<file path="config.mk">
export PLATFORM = sky130hd
export DESIGN_NAME = pcie_tx_credit_sched
export DESIGN_NICKNAME = d
export VERILOG_FILES = /design/src/rtl/pcie_tx_pkg.sv /design/src/rtl/pcie_fc_credit_ctr.sv /design/src/rtl/pcie_tx_credit_sched.sv
export SDC_FILE = /design/constraint.sdc
export NUM_CORES = 1
export LEC_CHECK = 0
export ABC_AREA = 1
export BUFFER_PORTS_ARGS = -buffer_cell sky130_fd_sc_hd__buf_2
export CORE_AREA = 2 2 288 290
export CTS_BUF_LIST = sky130_fd_sc_hd__clkbuf_4
export CTS_CLUSTER_SIZE = 14
export DETAILED_ROUTE_END_ITERATION = 6
export DIE_AREA = 0 0 290 292
export PLACE_DENSITY = 0.49
export REMOVE_ABC_BUFFERS = 1
export SYNTH_ARGS = -nofsm -noshare
export SYNTH_HDL_FRONTEND = slang
export SYNTH_SLANG_ARGS = --single-unit
</file>
<file path="constraint.sdc">
create_clock -name clk -period 6.5 [get_ports clk]
set_input_delay 0 -clock clk [delete_from_list [all_inputs] [get_ports clk]]
set_output_delay 0 -clock clk [all_outputs]
set_load 0.01 [all_outputs]
</file>
<file path="src/rtl/pcie_tx_pkg.sv">
// Shared types and helpers for the PCIe TX credit-aware VC scheduler.
//   vc_idx_w()     : index width for a VC count (at least 1 bit)
//   sched_state_e  : output-register FSM states
//   cred_sat_add() : credit return with saturation at the counter's all-ones value
package pcie_tx_pkg;

  function automatic int unsigned vc_idx_w(input int unsigned n);
    return (n <= 2) ? 1 : $clog2(n);
  endfunction

  typedef enum logic [0:0] {
    IDLE = 1'b0,
    HOLD = 1'b1
  } sched_state_e;

  // base + ret clamped to (2**w)-1; base is already net of consumption, so it never underflows
  function automatic logic [31:0] cred_sat_add(input logic [31:0] base,
                                               input logic [31:0] ret,
                                               input int unsigned w);
    logic [32:0] sum;
    logic [32:0] max;
    sum = {1'b0, base} + {1'b0, ret};
    max = (33'(1) << w) - 33'(1);
    return (sum > max) ? max[31:0] : sum[31:0];
  endfunction

endpackage

</file>
<file path="src/rtl/pcie_fc_credit_ctr.sv">
// Per-VC flow-control credit counter.
//   consume_i/dcred_need_i : one header credit plus the head TLP's data credits are spent on grant
//   upd_i/upd_hdr_i/upd_data_i : credits returned by the link partner
//   eligible_c_o : combinational; VC has a TLP and enough registered credits for it
module pcie_fc_credit_ctr
  import pcie_tx_pkg::*;
#(
  parameter int unsigned HCRED_W = 8,
  parameter int unsigned DCRED_W = 12
) (
  input  logic               clk,
  input  logic               rst_n,
  input  logic               empty_i,
  input  logic [DCRED_W-1:0] dcred_need_i,
  input  logic               consume_i,
  input  logic               upd_i,
  input  logic [HCRED_W-1:0] upd_hdr_i,
  input  logic [DCRED_W-1:0] upd_data_i,
  output logic               eligible_c_o
);

  logic [HCRED_W-1:0] hcred_q, hcred_d;
  logic [DCRED_W-1:0] dcred_q, dcred_d;

  // Consume and return may hit the same VC in one cycle; both are applied.
  always_comb begin
    logic [31:0] h_base, h_ret, d_base, d_ret;
    h_base  = 32'(hcred_q) - (consume_i ? 32'd1 : 32'd0);
    h_ret   = upd_i ? 32'(upd_hdr_i) : 32'd0;
    d_base  = 32'(dcred_q) - (consume_i ? 32'(dcred_need_i) : 32'd0);
    d_ret   = upd_i ? 32'(upd_data_i) : 32'd0;
    hcred_d = HCRED_W'(cred_sat_add(h_base, h_ret, HCRED_W));
    dcred_d = DCRED_W'(cred_sat_add(d_base, d_ret, DCRED_W));
  end

  always_ff @(posedge clk or negedge rst_n) begin
    if (!rst_n) begin
      hcred_q <= '0;
      dcred_q <= '0;
    end else begin
      hcred_q <= hcred_d;
      dcred_q <= dcred_d;
    end
  end

  // Registered credits only: a return is usable the cycle after it arrives.
  assign eligible_c_o = !empty_i && (hcred_q != '0) && (dcred_q >= dcred_need_i);

endmodule

</file>
<file path="src/rtl/pcie_tx_credit_sched.sv">
// Credit-aware weighted round-robin scheduler between per-VC TX FIFOs and the DLL framer.
//   vc_empty/vc_data/vc_dcred_need : show-ahead FIFO heads; rd_en pops the granted VC
//   cfg_weight : consecutive grants per turn (0 behaves as 1)
//   fc_upd_*   : credit returns from the link partner
//   tlp_o/tlp_vc_o/tlp_valid_o/tlp_ready_i : registered output under valid/ready
module pcie_tx_credit_sched
  import pcie_tx_pkg::*;
#(
  parameter  int unsigned NUM_VC   = 2,
  parameter  int unsigned DATA_W   = 224,
  parameter  int unsigned HCRED_W  = 8,
  parameter  int unsigned DCRED_W  = 12,
  parameter  int unsigned WEIGHT_W = 4,
  localparam int unsigned VC_IDX_W = vc_idx_w(NUM_VC)
) (
  input  logic                             clk,
  input  logic                             rst_n,
  input  logic [NUM_VC-1:0]                vc_empty,
  input  logic [NUM_VC-1:0][DATA_W-1:0]    vc_data,
  input  logic [NUM_VC-1:0][DCRED_W-1:0]   vc_dcred_need,
  output logic [NUM_VC-1:0]                rd_en,
  input  logic [NUM_VC-1:0][WEIGHT_W-1:0]  cfg_weight,
  input  logic                             fc_upd_valid,
  input  logic [VC_IDX_W-1:0]              fc_upd_vc,
  input  logic [HCRED_W-1:0]               fc_upd_hdr,
  input  logic [DCRED_W-1:0]               fc_upd_data,
  output logic [DATA_W-1:0]                tlp_o,
  output logic [VC_IDX_W-1:0]              tlp_vc_o,
  output logic                             tlp_valid_o,
  input  logic                             tlp_ready_i
);

  localparam int unsigned IDXP_W = VC_IDX_W + 1;

  sched_state_e          state_q, state_d;
  logic [VC_IDX_W-1:0]   ptr_q, ptr_d;
  logic [WEIGHT_W-1:0]   wcnt_q, wcnt_d;
  logic [DATA_W-1:0]     tlp_q, tlp_d;
  logic [VC_IDX_W-1:0]   tlp_vc_q, tlp_vc_d;
  logic [NUM_VC-1:0]     elig_c;
  logic                  grant_c;
  logic [VC_IDX_W-1:0]   gnt_vc_c;

  for (genvar v = 0; v < NUM_VC; v++) begin : g_vc
    logic upd_c;
    assign upd_c = fc_upd_valid && (fc_upd_vc == VC_IDX_W'(v));

    pcie_fc_credit_ctr #(
      .HCRED_W (HCRED_W),
      .DCRED_W (DCRED_W)
    ) u_ctr (
      .clk          (clk),
      .rst_n        (rst_n),
      .empty_i      (vc_empty[v]),
      .dcred_need_i (vc_dcred_need[v]),
      .consume_i    (rd_en[v]),
      .upd_i        (upd_c),
      .upd_hdr_i    (fc_upd_hdr),
      .upd_data_i   (fc_upd_data),
      .eligible_c_o (elig_c[v])
    );
  end

  // WRR pick, FSM next state and output-register next values.
  always_comb begin
    logic                slot;
    logic                keep;
    logic [WEIGHT_W-1:0] w_eff;
    logic [IDXP_W-1:0]   cand;

    grant_c  = 1'b0;
    gnt_vc_c = ptr_q;
    keep     = 1'b0;
    cand     = '0;
    state_d  = state_q;
    ptr_d    = ptr_q;
    wcnt_d   = wcnt_q;
    tlp_d    = tlp_q;
    tlp_vc_d = tlp_vc_q;

    slot  = (state_q == IDLE) || tlp_ready_i;
    w_eff = (cfg_weight[ptr_q] == '0) ? WEIGHT_W'(1) : cfg_weight[ptr_q];

    if (slot) begin
      // wcnt==0 only out of reset: forces a scan so VC0 is considered first.
      if (elig_c[ptr_q] && (wcnt_q != '0) && (wcnt_q < w_eff)) begin
        grant_c = 1'b1;
        keep    = 1'b1;
      end else begin
        // k==NUM_VC revisits ptr itself, starting it a fresh turn.
        for (int unsigned k = 1; k <= NUM_VC; k++) begin
          cand = IDXP_W'(ptr_q) + IDXP_W'(k);
          if (cand >= IDXP_W'(NUM_VC)) cand = cand - IDXP_W'(NUM_VC);
          if (!grant_c && elig_c[cand[VC_IDX_W-1:0]]) begin
            grant_c  = 1'b1;
            gnt_vc_c = cand[VC_IDX_W-1:0];
          end
        end
      end
    end

    if (grant_c) begin
      ptr_d    = gnt_vc_c;
      wcnt_d   = keep ? (wcnt_q + WEIGHT_W'(1)) : WEIGHT_W'(1);
      tlp_d    = vc_data[gnt_vc_c];
      tlp_vc_d = gnt_vc_c;
    end

    case (state_q)
      IDLE:    if (grant_c) state_d = HOLD;
      HOLD:    if (tlp_ready_i && !grant_c) state_d = IDLE;
      default: state_d = IDLE;
    endcase
  end

  always_ff @(posedge clk or negedge rst_n) begin
    if (!rst_n) begin
      state_q  <= IDLE;
      ptr_q    <= VC_IDX_W'(NUM_VC - 1);
      wcnt_q   <= '0;
      tlp_q    <= '0;
      tlp_vc_q <= '0;
    end else begin
      state_q  <= state_d;
      ptr_q    <= ptr_d;
      wcnt_q   <= wcnt_d;
      tlp_q    <= tlp_d;
      tlp_vc_q <= tlp_vc_d;
    end
  end

  assign rd_en       = grant_c ? (NUM_VC'(1) << gnt_vc_c) : '0;
  assign tlp_o       = tlp_q;
  assign tlp_vc_o    = tlp_vc_q;
  assign tlp_valid_o = (state_q == HOLD);

endmodule

</file>
==> summary.txt, run 1 <==
Status
  • Exit stage: 4_1_cts
  • Tool error message: [ERROR RSZ-0060] Max buffer count reached.
  • Status: aborted with a tool error

Synth
  • #FFs+latches synth: 271
  • Main synth FF type: dfrtp_1
  • Share of the synthesized area in the top cell type: 40.9%
  • Mean Syn Cell Area: 8.00 sq um
  • Register area share after synthesis: 41.1%
  • Mapped cell area: 16500 sq um
  • Post-synth top cells: nand3_1 (490), nand2_1 (389), dfrtp_1 (270)
  • Post-synth EDFFs: 0
  • Most frequent cell after synthesis: nand3_1
  • Library cells used by synthesis: 41
  • Yosys warns: 0
  • Area contributors post-synth: dfrtp_1 (41%), nand3_1 (15%), nand2_1 (8.8%), nand4_1 (8.7%), ha_1 (7.5%)
  • Mapped Cells: 2062
  • Area leader, netlist: dfrtp_1
  • Post-synthesis async set-or-reset flop share: 100%

Clock network
  • CTS HTree Levels: 3
  • Clk buf depth: 3
  • Total CTS buffers: 83
  • Resize count post-CTS: 0
  • CTS root buf: clkbuf_4
  • Post-cts hold buffer count: 772
  • CTS sink cnt: 271
  • Setup bufs post-CTS: 0

Place
  • HPWL after detailed placement: 53500 um
  • Pre-CTS setup slack: 0.713 ns
  • Placed cell count: 3728
  • GP Congestion: 0.838
  • Port Buf Inserts: 734

Floorplanning
  • Die width: 290 um
  • Die H: 292 um
  • Std cell rows: 105
  • # IOs: 735
  • Initial core utilization: 20.2%
## cells by family after synthesis
logic type	synth area share, %
and+or+nand+nor	35.0
buffers and inverters	8.51
DFF	41.1
AOI/OAI and AO/OA	3.77
adders and majority gates	8.48
xor gates and xnor gates	3.13
## stage by stage
step | hold WS, ns | utilization, % | instance area (sq um)
global placement | 0.0761 | 25.6 | 20900
floorplan | -0.296 | - | 15700
detailed placement | 0.0778 | 25.6 | 20900
==> inputs of run 2 (changes only) <==
--- a/config.mk
+++ b/config.mk
@@ -7,12 +7,9 @@
 export LEC_CHECK = 0
 export ABC_AREA = 1
 export BUFFER_PORTS_ARGS = -buffer_cell sky130_fd_sc_hd__buf_2
-export CORE_AREA = 2 2 288 290
-export CTS_BUF_LIST = sky130_fd_sc_hd__clkbuf_4
-export CTS_CLUSTER_SIZE = 14
+export CORE_UTILIZATION = 20
 export DETAILED_ROUTE_END_ITERATION = 6
-export DIE_AREA = 0 0 290 292
-export PLACE_DENSITY = 0.49
+export PLACE_DENSITY_LB_ADDON = 0.15
 export REMOVE_ABC_BUFFERS = 1
 export SYNTH_ARGS = -nofsm -noshare
 export SYNTH_HDL_FRONTEND = slang
==> run 2 against run 1 <==
Compared with the run above: the flow now finishes without violations; synthesized area is the same; synthesized cell count is the same.
==> summary.txt, run 2 <==
Setup path
  • Critical Path AT: 6.28 ns
  • Slowest stage delay, CP: 0.67 ns
  • Top cell by count, worst path: nand2_1
  • Slowest-stage cell, CP: nor2_1
  • CP Launch Type: flip-flop
  • Setup CP Type: reg -> reg
  • Crit path buf inv count: 1
  • Cell family with most CP delay: simple AND/OR/NAND/NOR gates
  • Crit-path max FO: 13
  • Worst Path Required: 6.88 ns
  • Element type at the critical path end: flip-flop

Timing
  • RSZ-0062 raised after global routing: no
  • Worst slew margin: 28.1%
  • Fin crit share: 90.8%
  • Tightest Pin Transition: 1.08 ns
  • Final setup vio count: 0
  • Minimum clock period: 5.90 ns
  • Worst clock skew: 0.0292 ns
  • Final Max Tran Viols: 0
  • Count of final hold-check violations: 0
  • Max frequency: 169 MHz

Layout
  • Cell area after layout: 26700 sq um
  • Max FFs per register: 224
  • Commonest non-fill, non-tap cell in the layout: buf_2
  • Commonest cells after routing, fill and taps aside: buf_2 (733), nand3_1 (490), dlygate4sd3_1 (455)
  • Fill cells: 8690
  • Layout area overhead: 62.0%
  • Final nets: 3763
  • Layout cells sized above 1: 25.9%

Power
  • Comb pwr share: 60.5%
  • Leak pwr: 13.4 nW
  • Switch Pwr: 0.00571 W
  • Sw frac: 44.3%
  • Sequential power share: 23.3%
  • Total power: 0.0129 W
  • Clock share of power: 16.3%
  • Internal power component: 0.00718 W
  • Pwr dens: 482 nW/um^2
  • VDD IR max: 371 uV

Synth
  • Yosys warns: 0
  • #FFs+latches synth: 271
  • Area contributors post-synth: dfrtp_1 (41%), nand3_1 (15%), nand2_1 (8.8%), nand4_1 (8.7%), ha_1 (7.5%)
  • Mapped cell area: 16500 sq um
  • Area leader, netlist: dfrtp_1
  • Library cells used by synthesis: 41
  • Share of the synthesized area in the top cell type: 40.9%
  • Post-synth EDFFs: 0
  • Main synth FF type: dfrtp_1
  • Post-synth top cells: nand3_1 (490), nand2_1 (389), dfrtp_1 (270)
  • Most frequent cell after synthesis: nand3_1
  • Register area share after synthesis: 41.1%
  • Mean Syn Cell Area: 8.00 sq um
  • Mapped Cells: 2062
  • Post-synthesis async set-or-reset flop share: 100%

Worst hold path
  • Worst min path class: in -> reg

Floorplanning
  • Die width: 289 um
  • Initial core utilization: 20.4%
  • Area of the core: 81100 sq um
  • Die H: 289 um
  • Die area: 83700 sq um
  • Std cell rows: 104
  • # IOs: 735

Clock network
  • Clk slew on worst S/H paths: 0.06 ns
  • Total CTS buffers: 38
  • CTS tree: done
  • CTS root buf: clkbuf_16
  • Clk buf depth: 3
  • Resize count post-CTS: 0
  • Worst skew pair latency: 0.56 ns
  • CTS HTree Levels: 2
  • CTS sink cnt: 271

Place
  • GP Congestion: 0.858
  • Port Buf Inserts: 734
  • Post-placement cell area: 20900 sq um
  • HPWL after detailed placement: 57900 um

Route
  • First DRT Iteration DRCs: 1213
  • Router iterations before antenna repair: 6
  • Via density: 4.61
  • Avg WL per Cell: 19.0 um
  • DR vias: 19.7k
  • DRC errors left: 0
  • Detailed Route WL: 81000 um
  • Routed Antenna Nets: 0

Global route
  • Vias in the first global route: 19.6k
  • First-pass GRT wire length: 118000 um
  • GRT Total Usage: 18.2%
  • Largest net degree at the start of global routing: 225
  • Antenna violations before repair: 58
  • Total gr overflow: 0

Run
  • Max-cap check violation count: 0

Status
  • Status: completed
-- run 2: routing by layer --
metal	GRT usage [%]	wire length [um]	up-vias
met5	0	359	-
met4	9.00	3940	58
met3	5.52	6840	219
met2	28.6	36700	757
met1	22.6	33100	9294
li1	-	-	9345
-- run 2: timing repair --
| action | CTS | global route |
|---|---|---|
| endpoints found under the hold margin | 296 | 0 |
| setup buffers | 0 | 0 |
| hold buffers | 455 | 0 |
-- run 2: cell families (layout without fill, tap and decap cells) --
family | Yosys count | after routing | synth area share, %
compound gates | 110 | 110 | 3.77
xor+xnor | 59 | 59 | 3.13
fa+ha+maj | 107 | 107 | 8.48
buf+inv | 308 | 1423 | 8.51
flops | 271 | 271 | 41.1
other cells | 0 | 28 | 0
simple gates | 1207 | 1207 | 35.0
-- run 2: cell type report --
class / instances / area, sq um / area share (%)
multi-input combinational: 1483 / 8360 / 31.3
inverter: 147 / 559 / 2.09
timing repair buffer: 1208 / 8410 / 31.4
antenna: 28 / 70.1 / 0.262
tap: 1060 / 1330 / 4.96
clock inverter: 9 / 98.8 / 0.370
clock buffer: 59 / 1130 / 4.23
sequential: 271 / 6780 / 25.4
-- run 2: worst paths after layout --
check | cells after the start | startpoint | to | slack [ns]
max | 27 | g_vc[0].u_ctr.dcred_q[11] | g_vc[0].u_ctr.dcred_q[1] | 0.60
min | 6 | vc_empty[1] | ptr_q | 0.08
max reg2reg | 27 | g_vc[0].u_ctr.dcred_q[11] | g_vc[0].u_ctr.dcred_q[1] | 0.60
min reg2reg | 2 | tlp_vc_o | tlp_vc_o | 0.49
max in group asynchronous | 4 | rst_n | tlp_o[59] | 4.35
min in group asynchronous | 3 | rst_n | tlp_o[94] | 0.52
-- run 2: worst reg2reg max path, cell delays in order (launching register included) --
cell      delay, ns
dfrtp_1        0.40
ha_1           0.30
nand2_1        0.08
nor2_1         0.19
nand2_1        0.09
nor2_1         0.09
nand2_1        0.06
nand3b_1       0.10
nand2_1        0.19
nor2_1         0.16
nand2_1        0.14
nand2_8        0.16
nand2_8        0.09
nor2_4         0.29
nand2_1        0.10
ha_1           0.39
nand2_1        0.10
o21ai_1        0.14
nor2_1         0.09
o21ai_1        0.28
a41oi_1        0.20
fa_1           0.52
inv_1          0.05
ha_1           0.31
a211o_1        0.29
nand3b_1       0.15
nor2_1         0.67
nand2_1        0.13
-- run 2: per-stage QoR --
step / hold WS (ns) / utilization, % / setup TNS (ns) / setup WS [ns] / std cells
final: 0.0753 / 33.0 / 0 / 0.599 / 4265
after global routing: 0.0868 / 32.9 / 0 / 0.0706 / 4254
after CTS: 0.0450 / 32.9 / 0 / 0.570 / 4237
after detailed placement: 0.00928 / 25.8 / 0 / 0.595 / 3714
after global placement: 0.0214 / 25.8 / 0 / 0.682 / 3714
after floorplan: -0.296 / - / -4055.96 / -18.37 / 1901
-- run 2: power groups by stage --
stage	combinational, W	clock (W)	sequential [W]
final	0.00779	0.00210	0.00300
after global placement	0.00623	0	0.00301
after CTS	0.00777	0.00218	0.00300
after floorplan	0.00361	0	0.00328
after global routing	0.00860	0.00224	0.00309
after detailed placement	0.00627	0	0.00301
(Power assumes the default switching activity.)
==> inputs of run 3 (changes only) <==
--- a/config.mk
+++ b/config.mk
@@ -8,6 +8,7 @@
 export ABC_AREA = 1
 export BUFFER_PORTS_ARGS = -buffer_cell sky130_fd_sc_hd__buf_2
 export CORE_UTILIZATION = 20
+export CTS_BUF_LIST = sky130_fd_sc_hd__clkbuf_4 sky130_fd_sc_hd__clkbuf_8 sky130_fd_sc_hd__clkbuf_16
 export DETAILED_ROUTE_END_ITERATION = 6
 export PLACE_DENSITY_LB_ADDON = 0.15
 export REMOVE_ABC_BUFFERS = 1
==> run 3 against run 2 <==
Compared with the run above: sequential power about the same; register-to-register slack worse by 0.04 ns; fmax shrank 0.64%; sequential cell count stayed put; count of clock-buffer cells in the layout stayed put; die area unchanged; core utilization up 0.068 points; final cell count about the same; sequential share of layout area is 0.052 points lower; critical endpoint unchanged; largest power group unchanged.
==> summary.txt, run 3 (same netlist as run 2, synthesis figures left out) <==
Status
  • Status: completed

Clock network
  • Clk slew on worst S/H paths: 0.05 ns
  • Clk buf depth: 3
  • CTS tree: done
  • Resize count post-CTS: 0
  • CTS sink cnt: 271
  • Total CTS buffers: 38
  • Setup bufs post-CTS: 0
  • Worst skew pair latency: 0.56 ns
  • CTS root buf: clkbuf_16
  • Post-cts hold buffer count: 455
  • CTS HTree Levels: 2

Global route
  • Total gr overflow: 0
  • GRT Total Usage: 18.2%
  • Antenna violations before repair: 60
  • First-pass GRT wire length: 118000 um
  • Vias in the first global route: 19.6k
  • Largest net degree at the start of global routing: 225

Timing
  • Tightest Pin Transition: 1.10 ns
  • Final Max Tran Viols: 0
  • Minimum clock period: 5.94 ns
  • Count of final hold-check violations: 0
  • RSZ-0062 raised after global routing: no
  • Fin crit share: 91.4%
  • Worst clock skew: 0.0266 ns
  • Max frequency: 168 MHz
  • Worst slew margin: 26.6%
  • Hold Slack: 0.0726 ns
  • Final setup vio count: 0

Route
  • Routed Antenna Nets: 0
  • Router iterations before antenna repair: 5
  • Avg WL per Cell: 19.0 um
  • Via density: 4.61
  • DRC errors left: 0
  • Detailed Route WL: 81000 um
  • First DRT Iteration DRCs: 1197
  • DR vias: 19.7k

Floorplanning
  • Initial core utilization: 20.4%
  • Std cell rows: 104
  • # IOs: 735
  • Area of the core: 81100 sq um
  • Die H: 289 um
  • Die width: 289 um
  • Die area: 83700 sq um

Setup path
  • Element type at the critical path end: flip-flop
  • Worst-case reg-to-reg path depth: 27
  • Critical Path AT: 6.32 ns
  • Worst Path Required: 6.88 ns
  • Crit-path max FO: 13
  • RR Startpoint: g_vc[0].u_ctr.dcred_q[11]
  • CP Launch Type: flip-flop
  • RR Endpoint: g_vc[0].u_ctr.dcred_q[1]
  • Setup CP Type: reg -> reg
  • FF-to-FF setup slack: 0.56 ns

Worst hold path
  • Hold depth: 6
  • Worst min path class: in -> reg
  • WHS Endpoint: g_vc[0].u_ctr.dcred_q[1]
  • Worst Hold Launch: fc_upd_data[1]

Power
  • VDD IR max: 371 uV
  • Pwr dens: 483 nW/um^2
  • Leak pwr: 13.4 nW

Run
  • Max-cap check violation count: 0

Layout
  • Fill cells: 8681
  • Final nets: 3763
  • Max FFs per register: 224
  • Layout cells sized above 1: 26.3%
  • Layout area overhead: 62.3%
  • Cell area after layout: 26800 sq um
  • Commonest cells after routing, fill and taps aside: buf_2 (733), nand3_1 (490), dlygate4sd3_1 (455)
  • Commonest non-fill, non-tap cell in the layout: buf_2

Place
  • GP Congestion: 0.858
  • HPWL after detailed placement: 57900 um
  • Port Buf Inserts: 734
  • Post-placement cell area: 20900 sq um
run 3: where the power goes:
part / internal, W / switching (W) / leakage, nW / total [W]
Combinational: 0.00342 / 0.00438 / 9.54 / 0.00780
Sequential: 0.00252 / 0.000473 / 3.25 / 0.00300
Clock: 0.00129 / 0.000859 / 0.642 / 0.00215
run 3: layout make-up:
| class | instances | area, sq um | share of cell area (%) |
|---|---|---|---|
| repair buffers | 1208 | 8410 | 31.4 |
| multi-input cells | 1483 | 8360 | 31.2 |
| flip-flops and latches | 271 | 6780 | 25.3 |
| well taps | 1060 | 1330 | 4.95 |
| clock buffers | 59 | 1180 | 4.39 |
| inverters | 147 | 559 | 2.09 |
| clock inverters | 9 | 98.8 | 0.369 |
| diodes | 32 | 80.1 | 0.299 |
run 3: worst max-delay path: stages (launching register included):
cell      delay [ns]
dfrtp_1         0.40
ha_1            0.30
nand2_1         0.08
nor2_1          0.19
nand2_1         0.09
nor2_1          0.09
nand2_1         0.06
nand3b_1        0.09
nand2_1         0.21
nor2_1          0.16
nand2_1         0.14
nand2_8         0.16
nand2_8         0.09
nor2_4          0.29
nand2_1         0.10
ha_1            0.39
nand2_1         0.10
o21ai_1         0.14
nor2_1          0.09
o21ai_1         0.29
a41oi_1         0.20
fa_1            0.52
inv_1           0.05
ha_1            0.31
a211o_1         0.29
nand3b_1        0.15
nor2_1          0.67
nand2_1         0.12
run 3: worst max-delay path by stage:
| stage | endpoint | start | slack, ns |
|---|---|---|---|
| 3_3_place_gp | g_vc[0].u_ctr.dcred_q[0] | g_vc[0].u_ctr.dcred_q[11] | 0.68 |
| 5_1_grt | g_vc[0].u_ctr.dcred_q[5] | g_vc[0].u_ctr.dcred_q[11] | 0.07 |
| 3_5_place_dp | g_vc[0].u_ctr.dcred_q[1] | g_vc[0].u_ctr.dcred_q[11] | 0.60 |
| 4_1_cts | g_vc[0].u_ctr.dcred_q[1] | g_vc[0].u_ctr.dcred_q[11] | 0.57 |
| 6_report | g_vc[0].u_ctr.dcred_q[1] | g_vc[0].u_ctr.dcred_q[11] | 0.56 |
| 2_1_floorplan | g_vc[0].u_ctr.dcred_q[0] | g_vc[0].u_ctr.dcred_q[11] | -18.37 |
run 3: per-stage QoR:
stage          std cells  utilization [%]  setup TNS (ns)  worst slack (ns)  power, W
2_1_floorplan       1901                -        -4055.96            -18.37   0.00688
3_3_place_gp        3714             25.8               0             0.682   0.00923
3_5_place_dp        3714             25.8               0             0.595   0.00927
4_1_cts             4237             32.9               0             0.570    0.0130
5_1_grt             4254             33.0               0            0.0706    0.0140
6_report            4269             33.0               0             0.561    0.0129
run 3: per-layer routing:
metal | up-vias | wire (um) | GRT usage (%)
li1 | 9346 | - | -
met1 | 9311 | 33100 | 22.6
met4 | 54 | 3950 | 9.01
met2 | 744 | 36700 | 28.6
met3 | 217 | 7010 | 5.62
met5 | - | 348 | 0
